===== src/rtl/mem_port_arbiter_if.sv =====
// Requester and memory handshake bundle for mem_port_arbiter.
// slave = arbiter view; master = requesters plus memory side.
interface mem_port_arbiter_if #(
    parameter int ADDR_W = 32,
    parameter int DATA_W = 32,
    parameter int LEN_W  = 4
);
    logic              i_req;
    logic [ADDR_W-1:0] i_addr;
    logic [LEN_W-1:0]  i_len;
    logic              i_addr_ok;
    logic              i_data_ok;
    logic              i_data_last;
    logic [DATA_W-1:0] i_rdata;

    logic                d_req;
    logic                d_wr;
    logic [ADDR_W-1:0]   d_addr;
    logic [LEN_W-1:0]    d_len;
    logic [DATA_W/8-1:0] d_wstrb;
    logic [DATA_W-1:0]   d_wdata;
    logic                d_addr_ok;
    logic                d_data_ok;
    logic                d_data_last;
    logic [DATA_W-1:0]   d_rdata;

    logic                mem_req;
    logic                mem_wr;
    logic [ADDR_W-1:0]   mem_addr;
    logic [LEN_W-1:0]    mem_len;
    logic [DATA_W/8-1:0] mem_wstrb;
    logic [DATA_W-1:0]   mem_wdata;
    logic                mem_addr_ok;
    logic                mem_data_ok;
    logic [DATA_W-1:0]   mem_rdata;

    modport slave (
        input  i_req, i_addr, i_len,
        output i_addr_ok, i_data_ok, i_data_last, i_rdata,
        input  d_req, d_wr, d_addr, d_len, d_wstrb, d_wdata,
        output d_addr_ok, d_data_ok, d_data_last, d_rdata,
        output mem_req, mem_wr, mem_addr, mem_len, mem_wstrb, mem_wdata,
        input  mem_addr_ok, mem_data_ok, mem_rdata
    );

    modport master (
        output i_req, i_addr, i_len,
        input  i_addr_ok, i_data_ok, i_data_last, i_rdata,
        output d_req, d_wr, d_addr, d_len, d_wstrb, d_wdata,
        input  d_addr_ok, d_data_ok, d_data_last, d_rdata,
        input  mem_req, mem_wr, mem_addr, mem_len, mem_wstrb, mem_wdata,
        output mem_addr_ok, mem_data_ok, mem_rdata
    );
endinterface


===== src/rtl/mem_port_arbiter.sv =====
// Burst arbiter sharing one memory port between I-cache and D-cache miss paths.
// Define ARB_ROUND_ROBIN_EN for round-robin on simultaneous requests (default: data first).
//
//  state    | meaning
//  IDLE     | port free, arbitration evaluated
//  I_ADDR   | inst address phase offered to memory
//  I_DATA   | inst read beats in flight, cnt = beats left - 1
//  D_ADDR   | data address phase offered to memory
//  D_DATA   | data read/write beats in flight, cnt = beats left - 1
module mem_port_arbiter #(
    parameter int ADDR_W = 32,
    parameter int DATA_W = 32,
    parameter int LEN_W  = 4
) (
    input  logic                clk,
    input  logic                rst,
    mem_port_arbiter_if.slave   bus,
    output logic                busy,
    output logic                grant_d
);

    typedef enum logic [2:0] {
        S_IDLE,
        S_I_ADDR,
        S_I_DATA,
        S_D_ADDR,
        S_D_DATA
    } state_e;

    state_e           state_q, state_d;
    logic [LEN_W-1:0] cnt_q, cnt_d;
    logic             pick_i;

`ifdef ARB_ROUND_ROBIN_EN
    logic last_d_q, last_d_d;
    assign pick_i = last_d_q;
`else
    assign pick_i = 1'b0;
`endif

    always_comb begin
        state_d         = state_q;
        cnt_d           = cnt_q;
`ifdef ARB_ROUND_ROBIN_EN
        last_d_d        = last_d_q;
`endif
        bus.i_addr_ok   = 1'b0;
        bus.i_data_ok   = 1'b0;
        bus.i_data_last = 1'b0;
        bus.i_rdata     = '0;
        bus.d_addr_ok   = 1'b0;
        bus.d_data_ok   = 1'b0;
        bus.d_data_last = 1'b0;
        bus.d_rdata     = '0;
        bus.mem_req     = 1'b0;
        bus.mem_wr      = 1'b0;
        bus.mem_addr    = '0;
        bus.mem_len     = '0;
        bus.mem_wstrb   = '0;
        bus.mem_wdata   = '0;

        case (state_q)
            S_IDLE: begin
                if (bus.d_req && !(bus.i_req && pick_i)) begin
                    state_d = S_D_ADDR;
                end else if (bus.i_req) begin
                    state_d = S_I_ADDR;
                end
            end
            S_I_ADDR: begin
                bus.mem_req  = bus.i_req;
                bus.mem_addr = bus.i_addr;
                bus.mem_len  = bus.i_len;
                if (!bus.i_req) begin
                    state_d = S_IDLE;
                end else if (bus.mem_addr_ok) begin
                    bus.i_addr_ok = 1'b1;
                    cnt_d         = bus.i_len;
                    state_d       = S_I_DATA;
`ifdef ARB_ROUND_ROBIN_EN
                    last_d_d      = 1'b0;
`endif
                end
            end
            S_I_DATA: begin
                bus.i_data_ok = bus.mem_data_ok;
                bus.i_rdata   = bus.mem_rdata;
                if (bus.mem_data_ok) begin
                    if (cnt_q == '0) begin
                        bus.i_data_last = 1'b1;
                        state_d         = S_IDLE;
                    end else begin
                        cnt_d = cnt_q - 1'b1;
                    end
                end
            end
            S_D_ADDR: begin
                bus.mem_req   = bus.d_req;
                bus.mem_wr    = bus.d_wr;
                bus.mem_addr  = bus.d_addr;
                bus.mem_len   = bus.d_len;
                bus.mem_wstrb = bus.d_wr ? bus.d_wstrb : '0;
                if (!bus.d_req) begin
                    state_d = S_IDLE;
                end else if (bus.mem_addr_ok) begin
                    bus.d_addr_ok = 1'b1;
                    cnt_d         = bus.d_len;
                    state_d       = S_D_DATA;
`ifdef ARB_ROUND_ROBIN_EN
                    last_d_d      = 1'b1;
`endif
                end
            end
            S_D_DATA: begin
                // write data follows the requester, which advances on each d_data_ok
                bus.mem_wr    = bus.d_wr;
                bus.mem_wstrb = bus.d_wr ? bus.d_wstrb : '0;
                bus.mem_wdata = bus.d_wdata;
                bus.d_data_ok = bus.mem_data_ok;
                bus.d_rdata   = bus.mem_rdata;
                if (bus.mem_data_ok) begin
                    if (cnt_q == '0) begin
                        bus.d_data_last = 1'b1;
                        state_d         = S_IDLE;
                    end else begin
                        cnt_d = cnt_q - 1'b1;
                    end
                end
            end
            default: state_d = S_IDLE;
        endcase
    end

    always_ff @(posedge clk) begin
        if (rst) begin
            state_q  <= S_IDLE;
            cnt_q    <= '0;
`ifdef ARB_ROUND_ROBIN_EN
            last_d_q <= 1'b0;
`endif
        end else begin
            state_q  <= state_d;
            cnt_q    <= cnt_d;
`ifdef ARB_ROUND_ROBIN_EN
            last_d_q <= last_d_d;
`endif
        end
    end

    assign busy    = (state_q != S_IDLE);
    assign grant_d = (state_q == S_D_ADDR) || (state_q == S_D_DATA);

endmodule


===== src/flat_wrapper.sv =====
// flat-port wrapper written by rule: the top's interface ports become plain ports
module mem_port_arbiter_flat 
#(
    parameter int ADDR_W = 32,
    parameter int DATA_W = 32,
    parameter int LEN_W  = 4
)
  (clk, rst, busy, grant_d, bus_i_req, bus_i_addr, bus_i_len, bus_i_addr_ok, bus_i_data_ok, bus_i_data_last, bus_i_rdata, bus_d_req, bus_d_wr, bus_d_addr, bus_d_len, bus_d_wstrb, bus_d_wdata, bus_d_addr_ok, bus_d_data_ok, bus_d_data_last, bus_d_rdata, bus_mem_req, bus_mem_wr, bus_mem_addr, bus_mem_len, bus_mem_wstrb, bus_mem_wdata, bus_mem_addr_ok, bus_mem_data_ok, bus_mem_rdata);
  mem_port_arbiter_if #(.ADDR_W(ADDR_W), .DATA_W(DATA_W), .LEN_W(LEN_W)) bus_i ();
  input  logic clk;
  input  logic rst;
  output logic busy;
  output logic grant_d;
  input wire logic [$bits(bus_i.i_req)-1:0] bus_i_req;
  input wire logic [$bits(bus_i.i_addr)-1:0] bus_i_addr;
  input wire logic [$bits(bus_i.i_len)-1:0] bus_i_len;
  output wire logic [$bits(bus_i.i_addr_ok)-1:0] bus_i_addr_ok;
  output wire logic [$bits(bus_i.i_data_ok)-1:0] bus_i_data_ok;
  output wire logic [$bits(bus_i.i_data_last)-1:0] bus_i_data_last;
  output wire logic [$bits(bus_i.i_rdata)-1:0] bus_i_rdata;
  input wire logic [$bits(bus_i.d_req)-1:0] bus_d_req;
  input wire logic [$bits(bus_i.d_wr)-1:0] bus_d_wr;
  input wire logic [$bits(bus_i.d_addr)-1:0] bus_d_addr;
  input wire logic [$bits(bus_i.d_len)-1:0] bus_d_len;
  input wire logic [$bits(bus_i.d_wstrb)-1:0] bus_d_wstrb;
  input wire logic [$bits(bus_i.d_wdata)-1:0] bus_d_wdata;
  output wire logic [$bits(bus_i.d_addr_ok)-1:0] bus_d_addr_ok;
  output wire logic [$bits(bus_i.d_data_ok)-1:0] bus_d_data_ok;
  output wire logic [$bits(bus_i.d_data_last)-1:0] bus_d_data_last;
  output wire logic [$bits(bus_i.d_rdata)-1:0] bus_d_rdata;
  output wire logic [$bits(bus_i.mem_req)-1:0] bus_mem_req;
  output wire logic [$bits(bus_i.mem_wr)-1:0] bus_mem_wr;
  output wire logic [$bits(bus_i.mem_addr)-1:0] bus_mem_addr;
  output wire logic [$bits(bus_i.mem_len)-1:0] bus_mem_len;
  output wire logic [$bits(bus_i.mem_wstrb)-1:0] bus_mem_wstrb;
  output wire logic [$bits(bus_i.mem_wdata)-1:0] bus_mem_wdata;
  input wire logic [$bits(bus_i.mem_addr_ok)-1:0] bus_mem_addr_ok;
  input wire logic [$bits(bus_i.mem_data_ok)-1:0] bus_mem_data_ok;
  input wire logic [$bits(bus_i.mem_rdata)-1:0] bus_mem_rdata;
  assign bus_i.i_req = bus_i_req;
  assign bus_i.i_addr = bus_i_addr;
  assign bus_i.i_len = bus_i_len;
  assign bus_i_addr_ok = bus_i.i_addr_ok;
  assign bus_i_data_ok = bus_i.i_data_ok;
  assign bus_i_data_last = bus_i.i_data_last;
  assign bus_i_rdata = bus_i.i_rdata;
  assign bus_i.d_req = bus_d_req;
  assign bus_i.d_wr = bus_d_wr;
  assign bus_i.d_addr = bus_d_addr;
  assign bus_i.d_len = bus_d_len;
  assign bus_i.d_wstrb = bus_d_wstrb;
  assign bus_i.d_wdata = bus_d_wdata;
  assign bus_d_addr_ok = bus_i.d_addr_ok;
  assign bus_d_data_ok = bus_i.d_data_ok;
  assign bus_d_data_last = bus_i.d_data_last;
  assign bus_d_rdata = bus_i.d_rdata;
  assign bus_mem_req = bus_i.mem_req;
  assign bus_mem_wr = bus_i.mem_wr;
  assign bus_mem_addr = bus_i.mem_addr;
  assign bus_mem_len = bus_i.mem_len;
  assign bus_mem_wstrb = bus_i.mem_wstrb;
  assign bus_mem_wdata = bus_i.mem_wdata;
  assign bus_i.mem_addr_ok = bus_mem_addr_ok;
  assign bus_i.mem_data_ok = bus_mem_data_ok;
  assign bus_i.mem_rdata = bus_mem_rdata;
  mem_port_arbiter #(.ADDR_W(ADDR_W), .DATA_W(DATA_W), .LEN_W(LEN_W)) u_core (.clk(clk), .rst(rst), .bus(bus_i), .busy(busy), .grant_d(grant_d));
endmodule

===== config.mk =====
export PLATFORM = sky130hd
export DESIGN_NAME = mem_port_arbiter_flat
export DESIGN_NICKNAME = d
export VERILOG_FILES = /design/src/rtl/mem_port_arbiter_if.sv /design/src/rtl/mem_port_arbiter.sv /design/src/flat_wrapper.sv
export SDC_FILE = /design/constraint.sdc
export NUM_CORES = 1
export LEC_CHECK = 0
export ABC_AREA = 1
export CAP_MARGIN = 20
export CORE_AREA = 5 5 111 113
export CTS_BUF_LIST = sky130_fd_sc_hd__clkbuf_8
export DETAILED_ROUTE_END_ITERATION = 10
export DIE_AREA = 0 0 116 118
export PLACE_DENSITY = 0.7
export SYNTH_ARGS = -nofsm -noshare
export SYNTH_HDL_FRONTEND = slang
export SYNTH_SLANG_ARGS = --single-unit

===== constraint.sdc =====
create_clock -name clk -period 3.65 [get_ports clk]
set_clock_uncertainty 0.15 [all_clocks]
set_input_delay 0.5475 -clock clk [delete_from_list [all_inputs] [get_ports clk]]
set_output_delay 0.5475 -clock clk [all_outputs]
set_load 0.03 [all_outputs]

---- Word level (Yosys, flattened, before mapping) ----
Cells that the tools add are included.
storage, ports and cells
  output and inout bits ................... 146
  register bits after elaboration ......... 7
  logic and storage cells ................. 62
  bits of input ports ..................... 147
operators by class
  equality and inequality tests ........... 14
  add/subtract/negate cells ............... 1
  multiplexer cells ....................... 36
  reductions and logical operators ........ 9
operators by type and width
  cell                                                                 count
  32-bit two-way mux                                                   3
  32-bit case mux with 2 select lines                                  1
  4-bit two-way mux                                                    8
  3-bit two-way mux                                                    8
  1-bit two-way mux                                                    12
  3-bit case mux with 4 select lines                                   1
  4-bit case mux with 3 select lines                                   1
  2-bit != test (second input constant)                                5
  3-bit != test (second input constant)                                3
  4-bit case mux with 2 select lines                                   1
  7-bit AND reduction                                                  1
  3-bit by 2-bit == test with 1-bit output (second input constant)     2
  3-bit nonzero test                                                   2
  5-bit AND reduction                                                  1
  4-bit logical NOT                                                    1
  2-bit by 1-bit != test with 1-bit output (second input constant)     2
  2-bit OR reduction                                                   2
  4-bit by 1-bit subtractor with 4-bit output (second input constant)  1
  3-bit by 1-bit == test with 1-bit output (second input constant)     1
  3-bit == test (second input constant)                                1
  3-bit logical NOT                                                    1
  1-bit case mux with 2 select lines                                   1
  1-bit logical OR                                                     1

---- Longest topological paths before layout ----
Gate-level depths: netlist (run 1).
  word-level depth ........................ 4
  gate-level depth with buffers ........... 10
  depth with buffers taken out ............ 9

---- Worst setup path after synthesis (run 1) ----
Ideal clock, no wire load.
  kind .................................... register to output
  start ................................... register u_core.state_q[1]
  end ..................................... output port bus_mem_wstrb[0]
  data required time ...................... 2952 ps
  slack ................................... 1444 ps
  arrival ................................. 1508 ps
  buffers on the path ..................... 1
  stages on the path, launching flop included .. 7
  path through ............................ dfxtp_1 > buf_4 > nor2_4 > nand2_2 > nand2_1 > nand2_1 > nor2_1
on the way
  cells in the longest elaborated chain, start to end .. 3
  elaborated cells on any way between the ends .. 4
  classes of those cells .................. eq/ne: 2; mux: 1; reduce/logical: 1
RTL lines
  item                                                                       line                     RTL
  start, declared                                                            mem_port_arbiter.sv:30   state_e state_q, state_d;
  start signal, assigned                                                     mem_port_arbiter.sv:142  state_q <= state_d;
  3-bit == test or 3-bit by 2-bit == test with 1-bit output (tied branches)  mem_port_arbiter.sv:62   case (state_q)
  2-bit OR reduction (no line) (*)                                           -
  4-bit two-way mux (*)                                                      -
  end, declared                                                              flat_wrapper.sv:35       output wire logic [$bits(bus_i.mem_wstrb)-1:0] bus_mem_wstrb;
Every way passes the cells marked *; elsewhere a longest branch is shown, timed or not.

---- Worst setup path in the final report (run 1) ----
  start ................................... register u_core.state_q[1]
  end ..................................... output port bus_mem_len[3]
on the way
  cells in the longest elaborated chain, start to end .. 2
  elaborated cells on any way between the ends .. 3
  classes of those cells .................. eq/ne: 2; mux: 1
RTL lines
  item                                                                                                  line                    RTL
  3-bit by 2-bit == test with 1-bit output or 3-bit by 1-bit == test with 1-bit output (tied branches)  mem_port_arbiter.sv:62
  4-bit case mux with 2 select lines (*)                                                                mem_port_arbiter.sv:62
  end, declared                                                                                         flat_wrapper.sv:34      output wire logic [$bits(bus_i.mem_len)-1:0] bus_mem_len;
Marks and branches as above.

==> impl_metrics.env, run 1 <==
export IMPL_outcome="completed"
export IMPL_worstSkewPairLatency_ns=0.22
export IMPL_grt_pass1_vias=3114
export IMPL_row_count=39
export IMPL_min_to="u_core.state_q[2]"
export IMPL_most_common_layout_cells="clkdlybuf4s50_1, nor2_1, nand2_1"
export IMPL_rr_worst_depth=7
export IMPL_synth_cells=403
export IMPL_rsz0062_at_grt="no"
export IMPL_worstReg2RegStart="u_core.state_q[1]"
export IMPL_antenna_found_initial=0
export IMPL_initial_core_util=0.161
export IMPL_htreeDepth=1
export IMPL_postLayoutCoreUtil=0.433
export IMPL_crit_start="u_core.state_q[1]"
export IMPL_first_iter_violations=229
export IMPL_grt_pass1_wl_um=16600
export IMPL_criticalPathCategory="register to output pin"
export IMPL_fmax_mhz=323
export IMPL_cts_buffers=3
export IMPL_min_from="u_core.state_q[2]"
export IMPL_synth_cell_types=21
export IMPL_core_um2=11200
export IMPL_finalHoldViolations=0
export IMPL_ir_drop_mv=0.220
export IMPL_hold_buffers=0
export IMPL_routedWlPerCell_um=14.0
export IMPL_finalMaxSlewViolations=0
export IMPL_vias=3324
export IMPL_cts_setup_buffers=0
export IMPL_critPathRequiredTime_ns=2.95
export IMPL_power_density_nw_per_um2=417
export IMPL_syn_cell_area_um2=1810
export IMPL_grt_max_degree=67
export IMPL_cellLeakagePower_nw=2.35
export IMPL_r2r_end="u_core.cnt_q[2]"
export IMPL_dr_pass1_iters=4
export IMPL_end_kind="output pin"
export IMPL_die_w_um=116
export IMPL_fin_crit_ns=3.10
export IMPL_crit_path_start_kind="register"
export IMPL_clkTransAtPathRegs_ns=0.04
export IMPL_synth_seq_cells=7
export IMPL_drc=0
export IMPL_mostFrequentLayoutCell="clkdlybuf4s50_1"
export IMPL_drive_gt1_frac=0.0309
export IMPL_diodes=0
export IMPL_maxSlewHeadroom=0.563
export IMPL_min_delay_path_depth=2
export IMPL_syn_to_final_growth_pct=169
export IMPL_gp_congestion=0.856
export IMPL_syn_area_per_cell_um2=4.50
export IMPL_die_h_um=118
export IMPL_arrival_ns=2.40
export IMPL_avgViaCountPerCell=4.04
export IMPL_cts_resized=0
export IMPL_ys_seq_area_frac=0.0773
export IMPL_drtAntennaViolNets=0
export IMPL_die_area_um2=13700
export IMPL_wirelength_um=11500
export IMPL_cts_tree="yes"
export IMPL_num_io_pins=293
export IMPL_clock_path_buffers=2
export IMPL_track_usage=0.153
export IMPL_max_cap_violations=0
export IMPL_dp_slack_ns=0.745
export IMPL_fin_tns_setup_ns=0
export IMPL_nNetsFinal=829
export IMPL_hpwl_um=9960
export IMPL_grt_overflow=0
export IMPL_reg2reg_setup_slack_ns=1.75
export IMPL_io_buffers=292
export IMPL_yosysWarnings=0
export IMPL_setup_viol=0
export IMPL_whs_ns=0.400
export IMPL_holdCritPathClass="register to register"
export IMPL_cts_root_buf="clkbuf_8"
export IMPL_final_setup_worst_slack_ns=0.553
export IMPL_synthesis_nets=551
export IMPL_path_max_fanout=34
export IMPL_tightest_slew_ns=0.656
export IMPL_clock_sinks=7
export IMPL_finalCritPeriodShare=0.849
==> flip-flops by register name, indices dropped and copies added (netlist names) <==
signal	count
u_core.cnt_q	4
u_core.state_q	3
==> worst max-delay path: stages (launching register included) <==
cell,delay [ns]
dfxtp_1,0.53
nand3_2,0.26
inv_2,0.47
nand2_1,0.15
nand2_1,0.10
clkdlybuf4s50_1,0.66
==> how the worst max path moves through the flow <==
stage                             endpoint  slack (ns)  depth (start not counted)
after global routing        bus_mem_len[3]        0.40                          5
after detailed placement     bus_d_addr_ok        0.74                          4
after global placement       bus_d_addr_ok        0.73                          4
after floorplan           bus_mem_wstrb[0]        1.44                          6
final                       bus_mem_len[3]        0.55                          5
after CTS                   bus_mem_len[3]        0.53                          5
==> area by class of cell <==
| type | count | area, µm² |
|---|---|---|
| multi-input cells | 282 | 1210 |
| clock buffers | 3 | 41.3 |
| well taps | 143 | 179 |
| repair buffers | 295 | 2950 |
| flip-flops and latches | 7 | 140 |
| inverters | 92 | 345 |
| fillers | 1184 | 6360 |
| clock inverters | 1 | 3.75 |
==> per-stage QoR <==
step	area [µm²]	total power [W]	cells
2_1_floorplan	1810	0.00122	403
3_3_place_gp	4820	0.00193	819
3_5_place_dp	4820	0.00194	819
4_1_cts	4860	0.00205	823
5_1_grt	4860	0.00219	823
6_report	4860	0.00203	823
==> power breakdown <==
| part | internal, W | switching, W | total [W] | leakage, nW |
|---|---|---|---|---|
| registers | 0.000107 | 0.0000340 | 0.000141 | 0.0576 |
| clock network | 0.0000726 | 0.0000324 | 0.000105 | 0.0269 |
| logic | 0.000714 | 0.00107 | 0.00178 | 2.27 |
==> per-layer routing <==
layer  wire [µm]  part of all wire  global-route usage  up-vias
met1        4290              0.37               0.167     1398
li1            -                 -                   -     1723
met4         216             0.019              0.0399        0
met2        5550              0.48               0.276      193
met5           0                 0                   0        -
met3        1450              0.13              0.0545       10
==> cells by family after synthesis <==
logic type	Yosys count	share of synthesized area
compound gates	8	0.0283
simple gates	272	0.628
xor+xnor	1	0.00484
fa+ha+maj	1	0.00690
flops	7	0.0773
buf+inv	114	0.255
==> Yosys cell counts, drive strengths merged <==
cell	number	area, µm²
inv	92	345
nand3	44	238
nor2	122	470
nor3	3	15.0
a31o	3	26.3
a21oi	5	25.0
buf	22	116
ha	1	12.5
nand4	6	37.5
nand2	97	377
dfxtp	7	140
xor2	1	8.76
(Power assumes the default switching activity.)
==> inputs of run 2 (changes only) <==
- PLACE_DENSITY: 0.7 -> 0.72
- clock period: 3.65 -> 2.6 ns (I/O delays scaled with it)
==> run 2 against run 1 <==
Final area rose by 3.3%. Clock power rose by 43%. Count of clock-buffer cells in the layout unchanged. Largest cell class unchanged. Highest routed layer unchanged.
==> impl_metrics.env, run 2 (synthesis gave the netlist of run 1 again) <==
export IMPL_arrival_ns=1.94
export IMPL_gp_congestion=0.874
export IMPL_path_delay_family="buffers and inverters"
export IMPL_syn_to_final_growth_pct=177
export IMPL_drc=0
export IMPL_power_density_nw_per_um2=595
export IMPL_row_count=39
export IMPL_crit_cells=4
export IMPL_ir_drop_mv=0.320
export IMPL_die_w_um=116
export IMPL_power_total_w=0.00299
export IMPL_first_iter_violations=200
export IMPL_htreeDepth=1
export IMPL_seq_power_share=0.067
export IMPL_dr_pass1_iters=4
export IMPL_most_common_layout_cells="clkdlybuf4s50_1, nor2_1, nand2_1"
export IMPL_wirelength_um=11700
export IMPL_vias=3337
export IMPL_path_max_fanout=36
export IMPL_antenna_found_initial=1
export IMPL_regMostFlops="u_core.cnt_q"
export IMPL_clkTransAtPathRegs_ns=0.04
export IMPL_die_h_um=118
export IMPL_grt_max_degree=52
export IMPL_fmax_mhz=403
export IMPL_io_buffers=292
export IMPL_num_io_pins=293
export IMPL_clock_path_buffers=2
export IMPL_holdCritPathClass="register to register"
export IMPL_cts_buffers=3
export IMPL_top_regs="u_core.cnt_q: 4 flops, u_core.state_q: 3 flops"
export IMPL_track_usage=0.155
export IMPL_cts_root_buf="clkbuf_8"
export IMPL_p_clk_frac=0.050
export IMPL_routedWlPerCell_um=14.2
export IMPL_met3_length_um=1430
export IMPL_internal_power_w=0.00135
export IMPL_end_kind="output pin"
export IMPL_fin_tns_setup_ns=0
export IMPL_rr_worst_depth=8
export IMPL_crit_chain="nand3_4 -> buf_12 -> nor3_1 -> clkdlybuf4s50_1"
export IMPL_clock_sinks=7
export IMPL_min_delay_path_depth=2
export IMPL_drt_met1_wl_um=4270
export IMPL_initial_core_util=0.161
export IMPL_outcome="completed"
export IMPL_p_sw_w=0.00164
export IMPL_swShare=0.549
export IMPL_grt_overflow=0
export IMPL_worstSkewPairLatency_ns=0.23
export IMPL_critPathBufInv=2
export IMPL_critPathRequiredTime_ns=2.06
export IMPL_tightest_slew_ns=0.564
export IMPL_slowest_delay_ns=0.70
export IMPL_mostFrequentLayoutCell="clkdlybuf4s50_1"
export IMPL_hold_buffers=0
export IMPL_die_area_um2=13700
export IMPL_cts_resized=0
export IMPL_criticalPathCategory="register to output pin"
export IMPL_fin_crit_ns=2.48
export IMPL_drtAntennaViolNets=0
export IMPL_finalMaxSlewViolations=0
export IMPL_largest_reg_flops=4
export IMPL_cts_tree="yes"
export IMPL_nNetsFinal=832
export IMPL_cp_slowest_cell="clkdlybuf4s50_1"
export IMPL_combPwrFrac=0.883
export IMPL_avgViaCountPerCell=4.04
export IMPL_grt_pass1_vias=3224
export IMPL_setup_viol=0
export IMPL_core_um2=11200
export IMPL_max_cap_violations=0
export IMPL_finalCritPeriodShare=0.954
export IMPL_wl_met2_um=5810
export IMPL_finalHoldViolations=0
export IMPL_crit_path_start_kind="register"
export IMPL_rsz0062_at_grt="no"
export IMPL_drive_gt1_frac=0.198
export IMPL_grt_pass1_wl_um=16800
export IMPL_top_layer="met4"
export IMPL_hpwl_um=10200
export IMPL_cts_setup_buffers=0
export IMPL_maxSlewHeadroom=0.621
export IMPL_cellLeakagePower_nw=2.69
==> run 2: changes by cell type in the layout (fill, tap and decap cells not counted), sizes merged <==
| cell | delta |
|---|---|
| buf | +114 |
| clkdlybuf4s50 | -111 |
| diode | +1 |
==> run 2: through the flow <==
stage / area, µm² / std cells / hold slack (ns) / utilization / setup slack, ns
2_1_floorplan: 1810 / 403 / 0.309 / - / 0.552
3_3_place_gp: 4980 / 822 / 0.393 / 0.443 / 0.169
3_5_place_dp: 4980 / 822 / 0.396 / 0.443 / 0.153
4_1_cts: 5020 / 826 / 0.399 / 0.447 / 0.126
5_1_grt: 5020 / 827 / 0.426 / 0.448 / 0.0400
6_report: 5020 / 827 / 0.405 / 0.448 / 0.119
==> run 2: cell type report <==
| type | instances | area [µm²] |
|---|---|---|
| Timing Repair Buffer | 298 | 3100 |
| Clock buffer | 3 | 41.3 |
| Sequential cell | 7 | 140 |
| Antenna cell | 1 | 2.50 |
| Tap cell | 143 | 179 |
| Multi-Input combinational cell | 282 | 1210 |
| Clock inverter | 1 | 3.75 |
| Fill cell | 1185 | 6200 |
| Inverter | 92 | 345 |
==> run 2: worst paths after layout <==
kind / end / slack [ns] / from
setup reg to reg: u_core.cnt_q[1] / 0.73 / u_core.state_q[1]
setup / recovery: bus_i_data_last / 0.12 / u_core.state_q[1]
hold / removal: u_core.state_q[2] / 0.40 / u_core.state_q[2]
hold reg to reg: u_core.state_q[2] / 0.40 / u_core.state_q[2]
==> run 2: power groups by stage <==
stage / registers [W] / clock network, W / logic, W
finish: 0.000199 / 0.000150 / 0.00264
detailed placement: 0.000202 / 0 / 0.00267
global route: 0.000206 / 0.000159 / 0.00285
global placement: 0.000200 / 0 / 0.00266
CTS: 0.000200 / 0.000151 / 0.00268
floorplan: 0.000176 / 0 / 0.00153
==> run 2: layer usage <==
metal / GRT usage / vias up
li1: - / 1728
met1: 0.164 / 1401
met2: 0.292 / 198
met3: 0.0488 / 10
met4: 0.0341 / 0
met5: 0 / -
==> run 2: tightest hold or removal path, stage by stage, from the launching register on <==
cell and delay (ns):
dfxtp_1 0.36, nand2_1 0.09, a21oi_1 0.05
==> inputs of run 3 (changes only) <==
- SLEW_MARGIN: not set -> 20
==> results of run 3 <==
Same layout as run 2: the final DEF is identical, and so are final timing and power.
